<file path="src/rtl/hs_pkg.sv">
// ---------------------------------------------------------------------------
// hs_pkg
// Shared definitions for the four-phase request/acknowledge handshake blocks
// (transmit side here, receive side elsewhere).
//   hs_state_t  : handshake FSM state encoding, also exported as a debug port
//   HS_MIN_SYNC : smallest legal synchronizer depth
// ---------------------------------------------------------------------------
package hs_pkg;

  typedef enum logic [1:0] {
    HS_IDLE = 2'd0,
    HS_REQ  = 2'd1,
    HS_DROP = 2'd2
  } hs_state_t;

  localparam int HS_MIN_SYNC = 2;

endpackage

</file>
<file path="src/rtl/sync_chain.sv">
// ---------------------------------------------------------------------------
// sync_chain
// Multi-flop synchronizer for a single level signal crossing into clk.
// Depth is clamped to at least HS_MIN_SYNC so a misconfigured instance still
// gets a metastability-safe chain.
// Ports:
//   clk  : destination clock
//   rstb : asynchronous active-low reset, all stages clear to 0
//   i_d  : asynchronous level input
//   o_q  : synchronized level (last stage)
// ---------------------------------------------------------------------------
module sync_chain
  import hs_pkg::*;
#(
  parameter int STAGES = 2
) (
  input  logic clk,
  input  logic rstb,
  input  logic i_d,
  output logic o_q
);

  localparam int DEPTH = (STAGES < HS_MIN_SYNC) ? HS_MIN_SYNC : STAGES;

  logic [DEPTH-1:0] r_sync;

  always_ff @(posedge clk or negedge rstb) begin
    if (!rstb) begin
      r_sync <= '0;
    end else begin
      r_sync <= {r_sync[DEPTH-2:0], i_d};
    end
  end

  assign o_q = r_sync[DEPTH-1];

endmodule

</file>
<file path="src/rtl/multi_pulse_handshake_tx.sv">
// ---------------------------------------------------------------------------
// multi_pulse_handshake_tx
// Source half of a four-phase req/ack handshake carrying per-channel event
// masks to a remote clock domain. Events arriving during a transfer are
// counted per channel and merged into later requests.
//
// Handshake protocol (four-phase, level based):
//   1. req_out rises with ch_out already valid; ch_out is frozen while req_out=1.
//   2. The remote raises ack_in once it has captured ch_out.
//   3. req_out falls after the synchronized ack is seen high.
//   4. The remote drops ack_in; once the synchronized ack is low the
//      transfer is complete (done_pulse) and a new request may start.
//   A request is never launched while the synchronized ack is still high.
//
// Ports:
//   clk, rstb    : clock, asynchronous active-low reset
//   pulse_in     : one-cycle event pulses, one bit per channel
//   ack_in       : remote acknowledge level (asynchronous)
//   clr_ovf      : clears all sticky overflow flags (a same-cycle set wins)
//   req_out      : request level to the remote domain
//   ch_out       : channel mask carried by the current request
//   done_pulse   : one-cycle pulse when a handshake completes
//   busy         : high whenever the FSM is not idle
//   overflow     : sticky per-channel "event lost at saturation" flag
//   dbg_state    : current FSM state
// All outputs are registered.
// ---------------------------------------------------------------------------
module multi_pulse_handshake_tx
  import hs_pkg::*;
#(
  parameter int NUM_CH      = 4,
  parameter int CNT_W       = 4,
  parameter int SYNC_STAGES = 2
) (
  input  logic              clk,
  input  logic              rstb,
  input  logic [NUM_CH-1:0] pulse_in,
  input  logic              ack_in,
  input  logic              clr_ovf,
  output logic              req_out,
  output logic [NUM_CH-1:0] ch_out,
  output logic              done_pulse,
  output logic              busy,
  output logic [NUM_CH-1:0] overflow,
  output hs_state_t         dbg_state
);

  localparam logic [CNT_W-1:0] CNT_MAX = '1;

  logic              w_ack_sync;
  logic [NUM_CH-1:0] w_pend_nz;
  logic              w_launch;
  hs_state_t         w_state_nxt;

  hs_state_t         r_state;
  logic              r_req;
  logic [NUM_CH-1:0] r_ch;
  logic              r_done;
  logic              r_busy;

  sync_chain #(
    .STAGES (SYNC_STAGES)
  ) u_ack_sync (
    .clk  (clk),
    .rstb (rstb),
    .i_d  (ack_in),
    .o_q  (w_ack_sync)
  );

  // Per-channel pending counter and sticky overflow flag.
  for (genvar gi = 0; gi < NUM_CH; gi++) begin : g_ch
    logic             w_inc;
    logic             w_dec;
    logic             w_sat;
    logic [CNT_W-1:0] r_cnt;
    logic             r_ovf;

    assign w_inc          = pulse_in[gi];
    assign w_dec          = w_launch & w_pend_nz[gi];
    assign w_sat          = (r_cnt == CNT_MAX);
    assign w_pend_nz[gi]  = (r_cnt != '0);
    assign overflow[gi]   = r_ovf;

    always_ff @(posedge clk or negedge rstb) begin
      if (!rstb) begin
        r_cnt <= '0;
        r_ovf <= 1'b0;
      end else begin
        // Increment and decrement together cancel, so a saturated counter
        // that is also being drained absorbs the new event without overflow.
        if (w_inc && !w_dec) begin
          if (!w_sat) begin
            r_cnt <= r_cnt + 1'b1;
          end
        end else if (w_dec && !w_inc) begin
          r_cnt <= r_cnt - 1'b1;
        end

        if (w_inc && !w_dec && w_sat) begin
          r_ovf <= 1'b1;
        end else if (clr_ovf) begin
          r_ovf <= 1'b0;
        end
      end
    end
  end

  always_comb begin
    w_state_nxt = r_state;
    w_launch    = 1'b0;
    case (r_state)
      HS_IDLE: begin
        // A still-high synchronized ack is a leftover from the remote side;
        // wait for it to clear before opening a new transfer.
        if ((|w_pend_nz) && !w_ack_sync) begin
          w_state_nxt = HS_REQ;
          w_launch    = 1'b1;
        end
      end
      HS_REQ: begin
        if (w_ack_sync) begin
          w_state_nxt = HS_DROP;
        end
      end
      HS_DROP: begin
        if (!w_ack_sync) begin
          w_state_nxt = HS_IDLE;
        end
      end
      default: begin
        w_state_nxt = HS_IDLE;
      end
    endcase
  end

  always_ff @(posedge clk or negedge rstb) begin
    if (!rstb) begin
      r_state <= HS_IDLE;
      r_req   <= 1'b0;
      r_ch    <= '0;
      r_done  <= 1'b0;
      r_busy  <= 1'b0;
    end else begin
      r_state <= w_state_nxt;
      r_req   <= (w_state_nxt == HS_REQ);
      r_busy  <= (w_state_nxt != HS_IDLE);
      r_done  <= (r_state == HS_DROP) && (w_state_nxt == HS_IDLE);
      // Mask only changes at request launch, so it is frozen for the whole
      // time req_out is high.
      if (w_launch) begin
        r_ch <= w_pend_nz;
      end
    end
  end

  assign req_out    = r_req;
  assign ch_out     = r_ch;
  assign done_pulse = r_done;
  assign busy       = r_busy;
  assign dbg_state  = r_state;

endmodule

</file>
<file path="config.mk">
export PLATFORM = sky130hd
export DESIGN_NAME = multi_pulse_handshake_tx
export DESIGN_NICKNAME = d
export VERILOG_FILES = /design/src/rtl/hs_pkg.sv /design/src/rtl/sync_chain.sv /design/src/rtl/multi_pulse_handshake_tx.sv
export SDC_FILE = /design/constraint.sdc
export NUM_CORES = 1
export LEC_CHECK = 0
export CAP_MARGIN = 30
export CELL_PAD_IN_SITES_DETAIL_PLACEMENT = 0
export CELL_PAD_IN_SITES_GLOBAL_PLACEMENT = 1
export CORE_ASPECT_RATIO = 0.8
export CORE_MARGIN = 8
export CORE_UTILIZATION = 43
export CTS_CLUSTER_SIZE = 20
export DETAILED_ROUTE_END_ITERATION = 8
export PLACE_DENSITY = 0.84
export SETUP_SLACK_MARGIN = 0.02
export SKIP_LAST_GASP = 1
export SYNTH_ARGS = -nofsm -noshare
export SYNTH_HDL_FRONTEND = slang
export SYNTH_SLANG_ARGS = --single-unit
</file>
<file path="constraint.sdc">
create_clock -name clk -period 3.29 [get_ports clk]
set_input_delay 0.329 -clock clk [delete_from_list [all_inputs] [get_ports clk]]
set_output_delay 0.329 -clock clk [all_outputs]
set_load 0.01 [all_outputs]
</file>
Word-level counts from Yosys, hierarchy flattened
Cells that the tools add are included.
Storage, ports and cells
  register bits: 31
  bits in latches: 0
  memory bits (writable): 0
  ROM bits: 0
  input bits: 8
  output and inout bits: 13
  word-level logic and storage cells: 103
  memories: 0
Cells by class
  add/sub/neg operators: 8
  $mul: 0
  divide/modulo/power cells: 0
  magnitude comparators: 0
  eq/ne operators: 11
  shift-type cells: 0
  mux-type cells: 23
  bitwise operators: 4
  reductions and logical operators: 43
Operator list (number)
  two-way mux 4 bit: 12
  nonzero test 2 bit: 9
  adder 4 x 1 -> 4 bit (second input constant): 4
  equality test 4 bit (second input constant): 4
  nonzero test 4 bit: 4
  subtractor 4 x 1 -> 4 bit (second input constant): 4
  logical AND 1 bit: 14
  zero test 1 bit: 9
  != test 2 bit (second input constant): 4
  AND reduction 2 bit: 4
  two-way mux 1 bit: 7
  two-way mux 2 bit: 3
  one-hot mux 2 bit (3 select lines): 1
  bitwise AND 1 bit: 4
  equality test 2 x 1 -> 1 bit (second input constant): 2
  zero test 2 bit: 2
  OR reduction 4 bit: 1
  equality test 2 bit (second input constant): 1

Depth between registers and ports, before layout
Gate-level depths: netlist of run 1.
  depth in word-level cells: 10
  gate-level depth with buffers: 9
  mapped depth without buffers: 7

Modules after synthesis
From an unflattened synthesis of run 1, not the netlist that was laid out.
Unflattened totals
  cell total of the unflattened synthesis: 205
  area, all modules: 2001.9 sq um
By module, submodules not included
  multi_pulse_handshake_tx: instances 1, cells each 203, area an instance 1951.9 sq um, seq. area each 725.7 sq um
  sync_chain: instances 1, cells each 2, area an instance 50.0 sq um, seq. area each 50.0 sq um

Worst setup path before layout of run 1
OpenSTA, ideal clock, no wires.
  kind: reg2reg
  start point: register r_state[1], in the netlist dbg_state[1]
  end point: register g_ch[1].r_cnt[3]
  setup time: 79 ps
  arrival time: 2353 ps
  data required time: 3211 ps
  setup slack: 858 ps
  stages on the path, launching flop included: 10
  path buffers: 2
  clock period less this slack: 2432 ps
  path through: dfrtp_1 -> or3_1 -> buf_2 -> buf_2 -> o21ai_1 -> ha_1 -> a21o_1 -> a21oi_1 -> mux2i_1 -> xor2_1
Between the ends
  cells in the longest elaborated chain, start to end: 7
  elaborated cells on any way between the ends: 10
  classes of those cells: 1 x eq/ne; 2 x mux; 1 x bitwise; 6 x reduce/logical
RTL lines
  from (decl): RTL line multi_pulse_handshake_tx.sv:55  | hs_state_t r_state;
  from (signal assigned): RTL line multi_pulse_handshake_tx.sv:144  | r_state <= w_state_nxt;
  zero test 2 bit (*): RTL line multi_pulse_handshake_tx.sv:111  | case (r_state)
  two-way mux 1 bit (*): RTL line multi_pulse_handshake_tx.sv:111
  bitwise AND 1 bit (*): RTL line multi_pulse_handshake_tx.sv:79  | assign w_dec = w_launch & w_pend_nz[gi];
  zero test 1 bit: RTL line multi_pulse_handshake_tx.sv:91  | if (w_inc && !w_dec) begin
  logical AND 1 bit: RTL line multi_pulse_handshake_tx.sv:91
  != test 2 bit (no source line) / nonzero test 2 bit (equally long branches)
  AND reduction 2 bit (no source line)
  to (signal assigned): RTL line multi_pulse_handshake_tx.sv:93  | r_cnt <= r_cnt + 1'b1;
  to (signal assigned): RTL line multi_pulse_handshake_tx.sv:96  | r_cnt <= r_cnt - 1'b1;
  to (decl): RTL line multi_pulse_handshake_tx.sv:75  | logic [CNT_W-1:0] r_cnt;
Every way passes the cells marked *; elsewhere a longest branch is shown, timed or not.
A chain may end at the register's enable or synchronous reset.

Worst setup path after layout of run 1
  start point: register r_state[1], in the netlist dbg_state[1]
  end point: register g_ch[0].r_cnt[3]
Between the ends
  cells in the longest elaborated chain, start to end: 7
  elaborated cells on any way between the ends: 10
  classes of those cells: 1 x eq/ne; 2 x mux; 1 x bitwise; 6 x reduce/logical
RTL lines (RTL line)
  zero test 2 bit (*): multi_pulse_handshake_tx.sv:111
  two-way mux 1 bit (*): multi_pulse_handshake_tx.sv:111
  bitwise AND 1 bit (*): multi_pulse_handshake_tx.sv:79
  zero test 1 bit: multi_pulse_handshake_tx.sv:91
  logical AND 1 bit: multi_pulse_handshake_tx.sv:91
  != test 2 bit (no source line) / nonzero test 2 bit (equally long branches)
  AND reduction 2 bit (no source line)
  to (signal assigned): multi_pulse_handshake_tx.sv:93
  to (signal assigned): multi_pulse_handshake_tx.sv:96
  to (decl): multi_pulse_handshake_tx.sv:75
Marked as above.

==> flow_summary.toml, run 1 <==
[route]
wl_met1_um = 1653
wire_per_inst_um = 14.35
vias_per_cell = 5.447
ant_nets = 0
drtIter0Drc = 105
drc = 0
firstDrtPassIters = 4
routed.top_layer = "met4"
met2_wirelength_um = 1609
wl_met3_um = 248
drt_wl_total_um = 3531
detailroute.via_count = 1340

[final_layout]
layoutNonFillerInstCount = 246
layout_common_cells = "31 x dfrtp_1, 20 x clkdlybuf4s50_1, 18 x a21oi_1"
fillCellCount = 346
nNetsFinal = 210
layout_commonest_cell = "dfrtp_1"
antenna_cells = 0
syn_to_final_growth_pct = 20.00
fin_util = 0.5474
drive_gt1_frac = 0.1047

[synth]
avgSynthCellArea_um2 = 10.65
synth_compound_area_frac = 0.1922
yosys-top-cells-area = "dfrtp_1 44%, ha_1 5.7%, a21oi_1 5.1%"
synth_top_family_by_area = "compound AO/OA/AOI/OAI gates"
yosysUniqueCellTypes = 32
ys_seq_area_frac = 0.4413
syn_inst = 165
ys_ff_latch = 31
synth-adder-area-share = 0.1025
syn-cell-area_um2 = 1758
synth_top_area_cell = "dfrtp_1"
syn-num-nets = 185
synthMuxAreaShare = 0.03986
yosys.area_share.xor_xnor = 0.04484
synth_simple_gate_area_share = 0.1246
synth_top_area_frac = 0.4413
ys_warn_count = 0

[clock_tree]
cts_htree_levels = 2
numCtsBuffers = 5
post_cts_buffers = 0
clkTransAtPathRegs_ns = 0.07
cts_tree = "done"
cts.hold.buffers_added = 0
post_cts_resized = 0
cts_sinks = 31
cts-root-buf = "clkbuf_8"
clkLatencyLatePin_ns = 0.28
cts_buffer_depth = 2

[pwr]
p_leak_nw = 0.9226
power_mw = 2.011
powerDensity_nw_per_um2 = 953.2
ir_worst_vdd_mv = 0.3975

[worst_setup_path]
cp_max_fo = 29
endpoint_kind = "flop"
cp.arrival_ns = 3.02
worst-setup-path-type = "flop to flop"
cpMaxStageDelayCell = "or3_1"
worst_ep_required_time_ns = 3.50
crit_chain = "or3_1, o21ai_1, ha_1, a21o_1, a21oi_1, mux2i_1, xor2_1"
critPathMaxStageDelay_ns = 0.72
start_kind = "flop"

[floorplan]
die_w_um = 87.49
fp.dieArea_um2 = 6403
dieHeight_um = 73.19
rows = 20
ios = 21
placeableCoreArea_um2 = 3854
start_util = 0.4562

[sta]
max_freq_mhz = 355.3
maxSlewViolCount = 0
finalSetupViolations = 0
skew_ns = 0.008862
post-route-period-util = 0.8555
period_minus_slack_ns = 2.814
worstMarginPinSlew_ns = 0.8316
relSlewSlack = 0.4456
hold_viol = 0
setup_tns_ns = 0
rsz0062_at_grt = "false"

[outcome]
status = "complete, no violations"

[hold_path]
min_path_type = "flop to flop"

[placed_design]
io_buffers = 20
dp_hpwl_um = 2610
place.gp.congestion = 0.8246
dp.cells = 238

[flow_run]
max-cap-violations = 0

[grt]
antenna_found_initial = 0
track_usage = 0.1221
grt_overflow = 0
grt_pass1_vias = 1356
grt_start_max_net_pins = 32
grt_pass1_wl_um = 6223
-- routing by layer --
| metal | up-vias | GRT usage |
|---|---|---|
| li1 | 651 | - |
| met1 | 650 | 0.1434 |
| met2 | 34 | 0.2005 |
| met3 | 5 | 0.04274 |
| met4 | 0 | 0.04373 |
| met5 | - | 0 |
-- final cells by class --
| class | instances | area, um^2 | share of cell area |
|---|---|---|---|
| clock buffers | 6 | 72.57 | 0.03440 |
| clock inverters | 2 | 12.51 | 0.005931 |
| inverters | 13 | 48.80 | 0.02313 |
| multi-input cells | 113 | 885.9 | 0.4199 |
| flip-flops and latches | 31 | 775.7 | 0.3677 |
| well taps | 55 | 68.82 | 0.03262 |
| repair buffers | 26 | 245.2 | 0.1163 |
-- worst paths after layout --
kind / startpoint / endpoint / slack, ns / cells after the start
max: dbg_state[1] / g_ch[0].r_cnt[3] / 0.48 / 7
min: u_ack_sync.r_sync[0] / u_ack_sync.r_sync[1] / 0.36 / 0
max reg2reg: dbg_state[1] / g_ch[0].r_cnt[3] / 0.48 / 7
min reg2reg: u_ack_sync.r_sync[0] / u_ack_sync.r_sync[1] / 0.36 / 0
max in group asynchronous: rstb / g_ch[2].r_ovf / 2.56 / 2
min in group asynchronous: rstb / done_pulse / 0.44 / 2
-- registers in the layout, summed over array words and instances (netlist names) --
| signal | cells |
|---|---|
| g_ch.r_cnt | 16 |
| ch_out | 4 |
| g_ch.r_ovf | 4 |
| dbg_state | 2 |
| u_ack_sync.r_sync | 2 |
| busy | 1 |
| done_pulse | 1 |
| req_out | 1 |
-- cells in the mapped netlist, drive strengths merged --
library cell and number:
dfrtp 31, a21oi 18, inv 13, o21ai 12
ha 8, o22ai 8, xor2 8, mux2i 7
buf 6, a21o 5, o211ai 5, or3 5
fa 4, nand4 4, nor2 4, nor4 4
a221oi 3, a31oi 3, and3b 3, nand3 3
a2bb2oi 2, and2 2, clkbuf 2, nand2 2
nand2b 1, or2b 1, xnor2 1
-- critical path: cells and delay by family, from the launching register on --
family,cells,cell delay (ns)
compound gates,3,0.90
xor+xnor,1,0.16
simple gates,1,0.72
flops,1,0.39
mux,1,0.23
fa+ha+maj,1,0.32
-- where the power goes --
part	switching, mW	internal (mW)
Clock	0.140	0.147
Sequential	0.206	0.553
Combinational	0.463	0.501
Total	0.809	1.20
-- metrics by stage --
| step | hold slack, ns | setup WS (ns) | instance area, um^2 |
|---|---|---|---|
| global route | 0.3617 | 0.2362 | 2110 |
| detailed placement | 0.3434 | 0.4836 | 2024 |
| CTS | 0.3590 | 0.4638 | 2110 |
| global placement | 0.3400 | 0.5833 | 2024 |
| finish | 0.3556 | 0.4755 | 2110 |
| floorplan | 0.03341 | 0.8581 | 1758 |
-- cells by family (layout without fill, tap and decap cells) --
family	Yosys count	in the layout
AO/OA/AOI/OAI	56	56
XOR/XNOR	9	9
adder cells (fa/ha/maj)	12	12
buffers and inverters	21	47
flip-flops	31	31
multiplexers	7	7
AND/OR/NAND/NOR	29	29
Power figures use the tool's default switching activity.
==> run 2, diff against run 1 <==
- clock period: 3.29 -> 2.7 ns (I/O delays scaled with it)
==> run 2 against run 1 <==
  * Core utilization rose by 1.2 points
  * Clock power rose by 40%
  * Sequential share of layout area fell by 0.77 points
  * Maximum frequency rose by 15%
  * Sequential power rose by 22%
  * Sequential cell count did not move
  * Clock skew fell by 0.0044 ns
  * Hold slack barely moved
  * First-iteration DRC count fell by 25%
  * Critical endpoint is now g_ch[1].r_cnt[3]
  * Largest power group unchanged
==> flow_summary.toml, run 2 (same netlist as run 1, synthesis figures left out) <==
[final_layout]
antenna_cells = 0
fin_util = 0.5591
final_area_um2 = 2155
multi_input_area_um2 = 885.9
nNetsFinal = 214
top_register = "g_ch.r_cnt"
drive_gt1_frac = 0.1231
largest_reg_flops = 16
layout_common_cells = "31 x dfrtp_1, 20 x clkdlybuf4s50_1, 18 x a21oi_1"
fillCellCount = 353
layout_commonest_cell = "dfrtp_1"
regArea_um2 = 775.7
syn_to_final_growth_pct = 22.56
layoutNonFillerInstCount = 250

[worst_setup_path]
critPathMaxStageDelay_ns = 0.51
endpoint_kind = "flop"
crit_chain = "or3_1, o21ai_1, ha_1, a21o_1, a21oi_1, mux2i_1, xor2_1"
cp.arrival_ns = 2.66
start_kind = "flop"
reg2reg_depth = 7
worst_ep_required_time_ns = 2.92
cpMaxStageDelayCell = "or3_1"
cp_max_fo = 8
worst-setup-path-type = "flop to flop"

[route]
detailroute.via_count = 1375
drtIter0Drc = 79
firstDrtPassIters = 4
wire_per_inst_um = 15.06
vias_per_cell = 5.500
ant_nets = 0
drt_wl_total_um = 3764
drc = 0

[floorplan]
die_w_um = 87.49
fp.dieArea_um2 = 6403
ios = 21
rows = 20
dieHeight_um = 73.19
start_util = 0.4562
placeableCoreArea_um2 = 3854

[sta]
finalSetupViolations = 0
skew_ns = 0.004421
relSlewSlack = 0.7161
max_freq_mhz = 409.5
hold_viol = 0
maxSlewViolCount = 0
period_minus_slack_ns = 2.442
post-route-period-util = 0.9046
rsz0062_at_grt = "false"
setup_tns_ns = 0
worst_slack_ns = 0.2577
worstMarginPinSlew_ns = 0.4230

[clock_tree]
clkLatencyLatePin_ns = 0.29
cts-root-buf = "clkbuf_8"
numCtsBuffers = 5
cts_buffer_depth = 2
cts_htree_levels = 2
cts_tree = "done"
post_cts_resized = 0
cts_sinks = 31
cts.hold.buffers_added = 0
clkTransAtPathRegs_ns = 0.07
post_cts_buffers = 0

[hold_path]
min_path_type = "flop to flop"
worstHoldPathCells = 0

[placed_design]
dp.cells = 242
post_dp_cell_area_um2 = 2054
place.gp.congestion = 0.8662
io_buffers = 20
dp_worst_setup_slack_ns = 0.2557
dp_hpwl_um = 2748

[grt]
grt_overflow = 0
track_usage = 0.1303
grt_pass1_vias = 1357
grt_pass1_wl_um = 6451
grt_start_max_net_pins = 32
antenna_found_initial = 0

[outcome]
status = "complete, no violations"

[pwr]
p_leak_nw = 0.9521
ir_worst_vdd_mv = 0.5304
powerDensity_nw_per_um2 = 1177

[flow_run]
max-cap-violations = 0
run 2: critical path, delay by kind of cell, from the launching register on:
family,cells,cell delay (ns)
compound gates,3,0.78
simple gates,1,0.51
flops,1,0.40
fa+ha+maj,1,0.31
mux,1,0.23
xor+xnor,1,0.15
run 2: area by class of cell:
type / instances / share of cell area
multi-input cells: 113 / 0.4111
well taps: 55 / 0.03194
inverters: 13 / 0.02265
flip-flops and latches: 31 / 0.3600
repair buffers: 30 / 0.1278
clock buffers: 8 / 0.04646
run 2: path summary, 6_finish.rpt:
path	start	endpoint	slack (ns)
setup reg to reg	dbg_state[1]	g_ch[1].r_cnt[3]	0.26
setup / recovery	dbg_state[1]	g_ch[1].r_cnt[3]	0.26
hold reg to reg	u_ack_sync.r_sync[0]	u_ack_sync.r_sync[1]	0.36
min in group asynchronous	rstb	ch_out[2]	0.38
max in group asynchronous	rstb	g_ch[1].r_cnt[1]	2.03
hold / removal	u_ack_sync.r_sync[0]	u_ack_sync.r_sync[1]	0.36
run 2: per-stage QoR:
step	hold WS, ns	power (mW)
finish	0.3557	2.536
global route	0.3690	2.759
CTS	0.3575	2.556
detailed placement	0.3434	2.136
global placement	0.3394	2.071
floorplan	-0.02559	1.736
run 2: power by group:
part	internal (mW)	switching (mW)	total, mW
Sequential	0.673	0.250	0.923
Combinational	0.629	0.582	1.21
Clock	0.232	0.170	0.402
run 2: routing by layer:
| layer | vias up | share of wire | global-route usage |
|---|---|---|---|
| met2 | 32 | 0.45 | 0.2005 |
| met3 | 2 | 0.071 | 0.06412 |
| met5 | - | 0 | 0 |
| li1 | 665 | - | - |
| met1 | 676 | 0.47 | 0.1571 |
| met4 | 0 | 0.0029 | 0.03422 |
==> run 3, diff against run 2 <==
- CORE_MARGIN: 8 -> not set
==> run 3 against run 2 <==
  * First-iteration DRC count down 2.5%
  * Count of clock-buffer cells in the layout shrank 2
  * Clock skew increased by 0.0048 ns
  * Worst setup slack better by 0.13 ns
  * Maximum frequency increased by 5.7%
  * Clock power up 19%
  * Sequential power barely moved
  * Core utilization increased by 0.65 points
  * Critical path depth unchanged
  * Hold slack gained 0.0022 ns
  * Die area shrank 32%
  * Final cell count up 0.40%
  * Highest routed layer unchanged
==> flow_summary.toml, run 3 (same netlist as run 1, synthesis figures left out) <==
[clock_tree]
cts.hold.buffers_added = 0
post_cts_resized = 0
cts_tree = "done"
clkLatencyLatePin_ns = 0.29
cts_htree_levels = 2
numCtsBuffers = 5
cts_buffer_depth = 2
cts_sinks = 31
cts-root-buf = "clkbuf_8"
post_cts_buffers = 0
clkTransAtPathRegs_ns = 0.07

[final_layout]
final_area_um2 = 2180
layout_common_cells = "31 x dfrtp_1, 20 x clkdlybuf4s50_1, 18 x a21oi_1"
nNetsFinal = 215
fin_util = 0.5656
largest_reg_flops = 16
syn_to_final_growth_pct = 23.99
drive_gt1_frac = 0.1327
top_register = "g_ch.r_cnt"
antenna_cells = 0
fillCellCount = 355
layout_commonest_cell = "dfrtp_1"

[worst_setup_path]
critPathMaxStageDelay_ns = 0.44
endpoint_kind = "flop"
crit_chain = "or3_1, buf_4, o21ai_1, buf_4, fa_1, a221oi_1, a21oi_1"
cp_top_family = "compound AO/OA/AOI/OAI gates"
cp.arrival_ns = 2.48
worst_ep_required_time_ns = 2.87
critPathBufInv = 2
critical-path-top-cell-by-count = "buf_4"
cp_max_fo = 31
worst-setup-path-type = "flop to flop"
start_kind = "flop"
cpMaxStageDelayCell = "fa_1"

[placed_design]
dp_hpwl_um = 2626
dp_worst_setup_slack_ns = 0.3770
place.gp.congestion = 0.8414
post_dp_cell_area_um2 = 2062
io_buffers = 20

[sta]
post-route-period-util = 0.8560
worstMarginPinSlew_ns = 0.3934
relSlewSlack = 0.7377
setup_tns_ns = 0
rsz0062_at_grt = "false"
max_freq_mhz = 432.7
finalSetupViolations = 0
hold_viol = 0
worst_slack_ns = 0.3887
skew_ns = 0.009209
maxSlewViolCount = 0
period_minus_slack_ns = 2.311

[outcome]
status = "complete, no violations"

[floorplan]
fp.dieArea_um2 = 4350
rows = 20
start_util = 0.4562
dieHeight_um = 59.19
placeableCoreArea_um2 = 3854
ios = 21
die_w_um = 73.49

[hold_path]
min_path_type = "flop to flop"

[route]
detailroute.via_count = 1392
drtIter0Drc = 77
wire_per_inst_um = 14.36
vias_per_cell = 5.546
firstDrtPassIters = 4
ant_nets = 0
drc = 0
drt_wl_total_um = 3604

[grt]
grt_pass1_vias = 1312
grt_start_max_net_pins = 32
grt_overflow = 0
antenna_found_initial = 0
grt_pass1_wl_um = 6120
track_usage = 0.1911

[flow_run]
max-cap-violations = 0

[pwr]
power_mw = 2.618
powerDensity_nw_per_um2 = 1201
ir_worst_vdd_mv = 0.5163
p_leak_nw = 0.9664
-- run 3: path summary, 6_finish.rpt --
kind / cells past startpoint / start / slack [ns] / endpoint
worst max-delay path: 7 / dbg_state[1] / 0.39 / g_ch[0].r_cnt[1]
worst min-delay path: 0 / u_ack_sync.r_sync[0] / 0.36 / u_ack_sync.r_sync[1]
worst max register to register: 7 / dbg_state[1] / 0.39 / g_ch[0].r_cnt[1]
worst min register to register: 0 / u_ack_sync.r_sync[0] / 0.36 / u_ack_sync.r_sync[1]
max in group asynchronous: 2 / rstb / 2.04 / g_ch[2].r_ovf
min in group asynchronous: 2 / rstb / 0.37 / g_ch[2].r_cnt[1]
-- run 3: area by class of cell --
cell class / instances / area (um^2) / area share
flip-flops and latches: 31 / 775.7 / 0.3559
inverters: 13 / 48.80 / 0.02239
multi-input cells: 113 / 885.9 / 0.4064
clock inverters: 2 / 35.03 / 0.01607
clock buffers: 6 / 82.58 / 0.03789
well taps: 55 / 68.82 / 0.03157
repair buffers: 31 / 282.8 / 0.1297
-- run 3: power breakdown --
part           switching (mW)  total, mW  internal [mW]
Combinational           0.579       1.21          0.636
Clock                   0.181      0.480          0.299
Sequential              0.251      0.924          0.673
Total                    1.01       2.62           1.61
-- run 3: stage by stage --
| stage | hold slack (ns) | instances |
|---|---|---|
| after floorplan | -0.02559 | 165 |
| after CTS | 0.3619 | 251 |
| after global routing | 0.3661 | 251 |
| after global placement | 0.3400 | 243 |
| final | 0.3579 | 251 |
| after detailed placement | 0.3419 | 243 |
-- run 3: layer usage --
metal,up-vias,routed length [um],GRT usage
met4,0,41,0.06593
met1,679,1636,0.2418
met2,42,1730,0.3145
met3,6,196,0.05612
met5,-,0,0
li1,665,-,-
